--- src/rtl/mem_port_arbiter.sv ---
// Arbitrates one memory port between instruction fetch and data load/store.
// Data wins by default; a waiting fetch is forced through after STARVE_LIMIT data grants.
module mem_port_arbiter #(
  parameter int unsigned STARVE_LIMIT = 4
) (
  input  logic        clk_i,
  input  logic        rst_n,
  input  logic        if_req_i,
  input  logic [31:0] if_addr_i,
  input  logic        flush_i,
  input  logic        d_read_i,
  input  logic        d_write_i,
  input  logic [31:0] d_addr_i,
  input  logic [31:0] d_wdata_i,
  input  logic        mem_ack_i,
  input  logic [31:0] mem_rdata_i,
  output logic        mem_req_o,
  output logic        mem_we_o,
  output logic [31:0] mem_addr_o,
  output logic [31:0] mem_wdata_o,
  output logic        if_ready_o,
  output logic [31:0] if_rdata_o,
  output logic        d_ready_o,
  output logic [31:0] d_rdata_o,
  output logic        if_stall_o,
  output logic        d_stall_o
);

  typedef enum logic [1:0] {StIdle, StIfBusy, StDBusy, StDone} state_e;

  localparam logic [2:0] LimitCnt = 3'(STARVE_LIMIT);

  state_e      r_state_q, w_state_d;
  logic [2:0]  r_starve_q, w_starve_d;
  logic        r_mem_req_q, w_mem_req_d;
  logic        r_mem_we_q, w_mem_we_d;
  logic [31:0] r_mem_addr_q, w_mem_addr_d;
  logic [31:0] r_mem_wdata_q, w_mem_wdata_d;
  logic [31:0] r_if_rdata_q, w_if_rdata_d;
  logic [31:0] r_d_rdata_q, w_d_rdata_d;
  logic        r_done_if_q, w_done_if_d;
  logic        r_flushed_q, w_flushed_d;

  logic w_d_req;
  logic w_fetch_forced;

  assign w_d_req        = d_read_i | d_write_i;
  assign w_fetch_forced = if_req_i && (r_starve_q == LimitCnt);

  always_comb begin
    w_state_d     = r_state_q;
    w_starve_d    = r_starve_q;
    w_mem_req_d   = r_mem_req_q;
    w_mem_we_d    = r_mem_we_q;
    w_mem_addr_d  = r_mem_addr_q;
    w_mem_wdata_d = r_mem_wdata_q;
    w_if_rdata_d  = r_if_rdata_q;
    w_d_rdata_d   = r_d_rdata_q;
    w_done_if_d   = r_done_if_q;
    w_flushed_d   = r_flushed_q;
    unique case (r_state_q)
      StIdle: begin
        w_flushed_d = 1'b0;
        if (w_d_req && !w_fetch_forced) begin
          w_state_d     = StDBusy;
          w_mem_req_d   = 1'b1;
          // A simultaneous read and write is a store.
          w_mem_we_d    = d_write_i;
          w_mem_addr_d  = d_addr_i;
          w_mem_wdata_d = d_write_i ? d_wdata_i : 32'h0;
          w_done_if_d   = 1'b0;
          if (if_req_i && (r_starve_q != LimitCnt)) begin
            w_starve_d = r_starve_q + 3'd1;
          end
        end else if (if_req_i) begin
          w_state_d     = StIfBusy;
          w_mem_req_d   = 1'b1;
          w_mem_we_d    = 1'b0;
          w_mem_addr_d  = if_addr_i;
          w_mem_wdata_d = 32'h0;
          w_done_if_d   = 1'b1;
          w_starve_d    = 3'd0;
        end
      end
      StIfBusy: begin
        // A flush anywhere up to and including the ack cycle kills the result.
        if (flush_i) begin
          w_flushed_d = 1'b1;
        end
        if (mem_ack_i) begin
          w_state_d   = StDone;
          w_mem_req_d = 1'b0;
          w_mem_we_d  = 1'b0;
          if (!(flush_i || r_flushed_q)) begin
            w_if_rdata_d = mem_rdata_i;
          end
        end
      end
      StDBusy: begin
        if (mem_ack_i) begin
          w_state_d   = StDone;
          w_mem_req_d = 1'b0;
          w_mem_we_d  = 1'b0;
          if (!r_mem_we_q) begin
            w_d_rdata_d = mem_rdata_i;
          end
        end
      end
      StDone: begin
        w_state_d = StIdle;
      end
      default: begin
        w_state_d = StIdle;
      end
    endcase
  end

  always_ff @(posedge clk_i or negedge rst_n) begin
    if (!rst_n) begin
      r_state_q     <= StIdle;
      r_starve_q    <= 3'd0;
      r_mem_req_q   <= 1'b0;
      r_mem_we_q    <= 1'b0;
      r_mem_addr_q  <= 32'h0;
      r_mem_wdata_q <= 32'h0;
      r_if_rdata_q  <= 32'h0;
      r_d_rdata_q   <= 32'h0;
      r_done_if_q   <= 1'b0;
      r_flushed_q   <= 1'b0;
    end else begin
      r_state_q     <= w_state_d;
      r_starve_q    <= w_starve_d;
      r_mem_req_q   <= w_mem_req_d;
      r_mem_we_q    <= w_mem_we_d;
      r_mem_addr_q  <= w_mem_addr_d;
      r_mem_wdata_q <= w_mem_wdata_d;
      r_if_rdata_q  <= w_if_rdata_d;
      r_d_rdata_q   <= w_d_rdata_d;
      r_done_if_q   <= w_done_if_d;
      r_flushed_q   <= w_flushed_d;
    end
  end

  assign mem_req_o   = r_mem_req_q;
  assign mem_we_o    = r_mem_we_q;
  assign mem_addr_o  = r_mem_addr_q;
  assign mem_wdata_o = r_mem_wdata_q;
  assign if_rdata_o  = r_if_rdata_q;
  assign d_rdata_o   = r_d_rdata_q;
  assign if_ready_o  = (r_state_q == StDone) && r_done_if_q && !r_flushed_q;
  assign d_ready_o   = (r_state_q == StDone) && !r_done_if_q;
  assign if_stall_o  = if_req_i & ~if_ready_o;
  assign d_stall_o   = w_d_req & ~d_ready_o;

endmodule
--- config.mk ---
export PLATFORM = sky130hd
export DESIGN_NAME = mem_port_arbiter
export DESIGN_NICKNAME = d
export VERILOG_FILES = /design/src/rtl/mem_port_arbiter.sv
export SDC_FILE = /design/constraint.sdc
export NUM_CORES = 1
export LEC_CHECK = 0
export BUFFER_PORTS_ARGS = -buffer_cell sky130_fd_sc_hd__buf_2
export CAP_MARGIN = 25
export CORE_MARGIN = 2
export CORE_UTILIZATION = 40
export CTS_BUF_LIST = sky130_fd_sc_hd__clkbuf_8
export CTS_CLUSTER_DIAMETER = 100
export DETAILED_ROUTE_END_ITERATION = 7
export GPL_TIMING_DRIVEN = 0
export PLACE_DENSITY_LB_ADDON = 0.05
export SYNTH_ARGS = -nofsm -noshare
export SYNTH_HDL_FRONTEND = slang
export SYNTH_SLANG_ARGS = --single-unit
--- constraint.sdc ---
create_clock -name clk_i -period 2.55 [get_ports clk_i]
set_clock_uncertainty 0.2 [all_clocks]
set_input_delay 0.255 -clock clk_i [delete_from_list [all_inputs] [get_ports clk_i]]
set_output_delay 0.255 -clock clk_i [all_outputs]
set_load 0.03 [all_outputs]
==> results.cfg <==
[pwr]
power_mw = 11.3
power_per_cell_area_mw_per_mm2 = 1260
p_leak_nw = 4.36
ir_drop_mv = 0.574

[min_path]
holdPathStages = 3
hp-class = in -> reg
min_to = mem_req_o
min-delay-start = mem_ack_i

[timing]
tns_ps = 0
rsz0062_at_grt = no
setup_viol = 0
max_slew_margin = 0.669
holdWs_ps = 28.7
tightest_slew_ps = 496
period_share = 0.897
layout_setup_ws_ps = 261
period_minus_slack_ps = 2290
maxSlewViolCount = 0
final-hold-violation-count = 0
fmax_ghz = 0.437

[floorplanning]
die_h_um = 122
initial_core_util = 0.407
die_w_um = 122
core-area_mm2 = 0.0138
dieArea_mm2 = 0.0150
rows = 43
io-pin-count = 269

[critical_path]
r2r-end = mem_addr_o[0]
rrSetupSlack_ps = 260
r2r_cells = 7
cp.arrival_ps = 2420
required_ps = 2680
endpoint_kind = flop
r2r-start = r_state_q[0]
start_kind = flop
path_class = reg -> reg
cp_max_fo = 10

[synthesis]
synthMuxAreaShare = 0.128
async_flop_share = 1.00
synthSimpleGateAreaFrac = 0.0426
ys_types = 33
netlist_area_mm2 = 0.00561
synth-compound-area-share = 0.169
syn_area_per_cell_um2 = 12.5
yosysWarnings = 0
syn_inst = 450
synth_edf_count = 0
synthAdderAreaFrac = 0.0134
synth_top_family_by_area = compound AO/OA/AOI/OAI gates
synthFlopType = dfrtp_1
ys_seq_elements = 137
synth_xor_area_frac = 0
syn_nets = 591
synth_seq_area_share = 0.611

[placement]
gp_congestion = 0.836
post-dp-hpwl_mm = 11.2
dpl-instance-area_mm2 = 0.00721
dp_slack_ps = 438
io_buffer_count = 267

[routing]
detail-route-antenna-nets = 0
wl_met3_mm = 1.18
wl_met2_mm = 8.52
drtPass1Iterations = 4
vias_per_cell = 5.01
drt_iter0_drc = 246
topRoutingLayerUsed = met5
drc_errors = 0
vias = 5311
wirelength_mm = 16.8
drt-met1-wl_mm = 6.69
wl_per_cell_um = 15.9

[clocking]
clk_latency_ps = 440
cts.sinks = 137
ctsHtreeMaxLevel = 4
cts_buffers = 17
cts_tree = yes
cts_root_buffer = clkbuf_8
path_clk_slew_ps = 80
ctsResizeCount = 0
clock_path_buffers = 2
post_cts_buffers = 0

[layout]
nets = 1008
diodes = 0
stdcell_area_mm2 = 0.00896
drive_above_1_share = 0.434
layout_common_cells = buf_2 (280), dfrtp_1 (137), dlygate4sd3_1 (130)
area_delta_synth_final_pct = 59.8
multi_input_area_mm2 = 0.00198
fill_cells = 1129
final_common_cell = buf_2
seqCellArea_mm2 = 0.00343

[global_routing]
grt_max_degree = 91
antenna_found_initial = 1
grt_first_pass_wirelength_mm = 26.2
overflow = 0
gr-usage-all-layers = 0.225
grt_pass1_vias = 5389

[job]
cap_violations = 0

[run_status]
status = finished, final reports clean
final cells by class:
cell class	instances	area share
buffer	35	0.0187
tap	180	0.0251
inverter	8	0.00335
multi-input combinational	270	0.221
clock inverter	11	0.0187
timing repair buffer	398	0.298
sequential	137	0.382
clock buffer	21	0.0322
repair_timing:
action,CTS,global route
setup endpoints to repair,0,0
hold endpoints to repair,180,0
hold buffers,130,0
where the power goes:
group          leakage [nW]  internal, mW  switching [mW]
registers              1.65          3.20           0.523
logic                  2.47          1.98            3.62
clock network         0.234          1.17           0.834
total                  4.36          6.35            4.98
kinds of logic (layout without fill, tap and decap cells):
kind of cell | after synthesis | after routing
AND/OR/NAND/NOR | 52 | 52
AO/OA/AOI/OAI | 148 | 148
multiplexers | 64 | 64
flip-flops | 137 | 137
adder cells (fa/ha/maj) | 6 | 6
buffers and inverters | 43 | 473
synthesized netlist by cell type, drive strengths merged (2+ instances only):
| library cell | n | area [µm²] |
|---|---|---|
| nand2 | 5 | 18.8 |
| inv | 8 | 30.0 |
| buf | 21 | 115 |
| ha | 6 | 75.1 |
| a21o | 3 | 22.5 |
| dfrtp | 137 | 3430 |
| o2bb2ai | 3 | 26.3 |
| a22oi | 2 | 15.0 |
| clkbuf | 14 | 52.6 |
| a31oi | 32 | 200 |
| a21oi | 35 | 175 |
| nor2b | 2 | 12.5 |
| nand3 | 2 | 10.0 |
| nor4 | 2 | 27.5 |
| o21ai | 36 | 180 |
| a22o | 32 | 280 |
| mux2 | 64 | 721 |
| nor2 | 37 | 141 |
sequential cells by signal, summed over array words and instances, names as in the netlist:
signal       flops
d_rdata_o       32
if_rdata_o      32
mem_addr_o      32
mem_wdata_o     32
r_starve_q       3
r_state_q        2
mem_req_o        1
mem_we_o         1
r_done_if_q      1
r_flushed_q      1
critical path, stage by stage (launching register included):
cell           delay (ps)
dfrtp_1               400
inv_1                 120
ha_1                  310
o31ai_1               130
buf_2                 210
a31oi_1               170
a21oi_1                90
dlygate4sd3_1         550
worst max path at each step:
| stage | slack (ps) | cells past startpoint | end | startpoint |
|---|---|---|---|---|
| floorplan | 770 | 6 | if_rdata_o[11] | r_state_q[1] |
| global placement | -840 | 1 | mem_wdata_o[11] | rst_n |
| detailed placement | 440 | 6 | mem_addr_o[13] | r_state_q[0] |
| CTS | 260 | 7 | mem_addr_o[0] | r_state_q[0] |
| global route | 80 | 7 | mem_addr_o[0] | r_state_q[0] |
| finish | 260 | 7 | mem_addr_o[0] | r_state_q[0] |
layer usage:
| layer | track usage | vias up |
|---|---|---|
| met2 | 0.390 | 238 |
| met1 | 0.258 | 2563 |
| li1 | - | 2472 |
| met4 | 0.0977 | 2 |
| met5 | 0 | - |
| met3 | 0.0683 | 36 |
stage by stage:
| step | utilization | instances |
|---|---|---|
| detailed placement | 0.523 | 898 |
| floorplan | - | 450 |
| CTS | 0.651 | 1060 |
| global placement | 0.521 | 897 |
| global route | 0.651 | 1060 |
| finish | 0.651 | 1060 |
(Power assumes the default switching activity.)
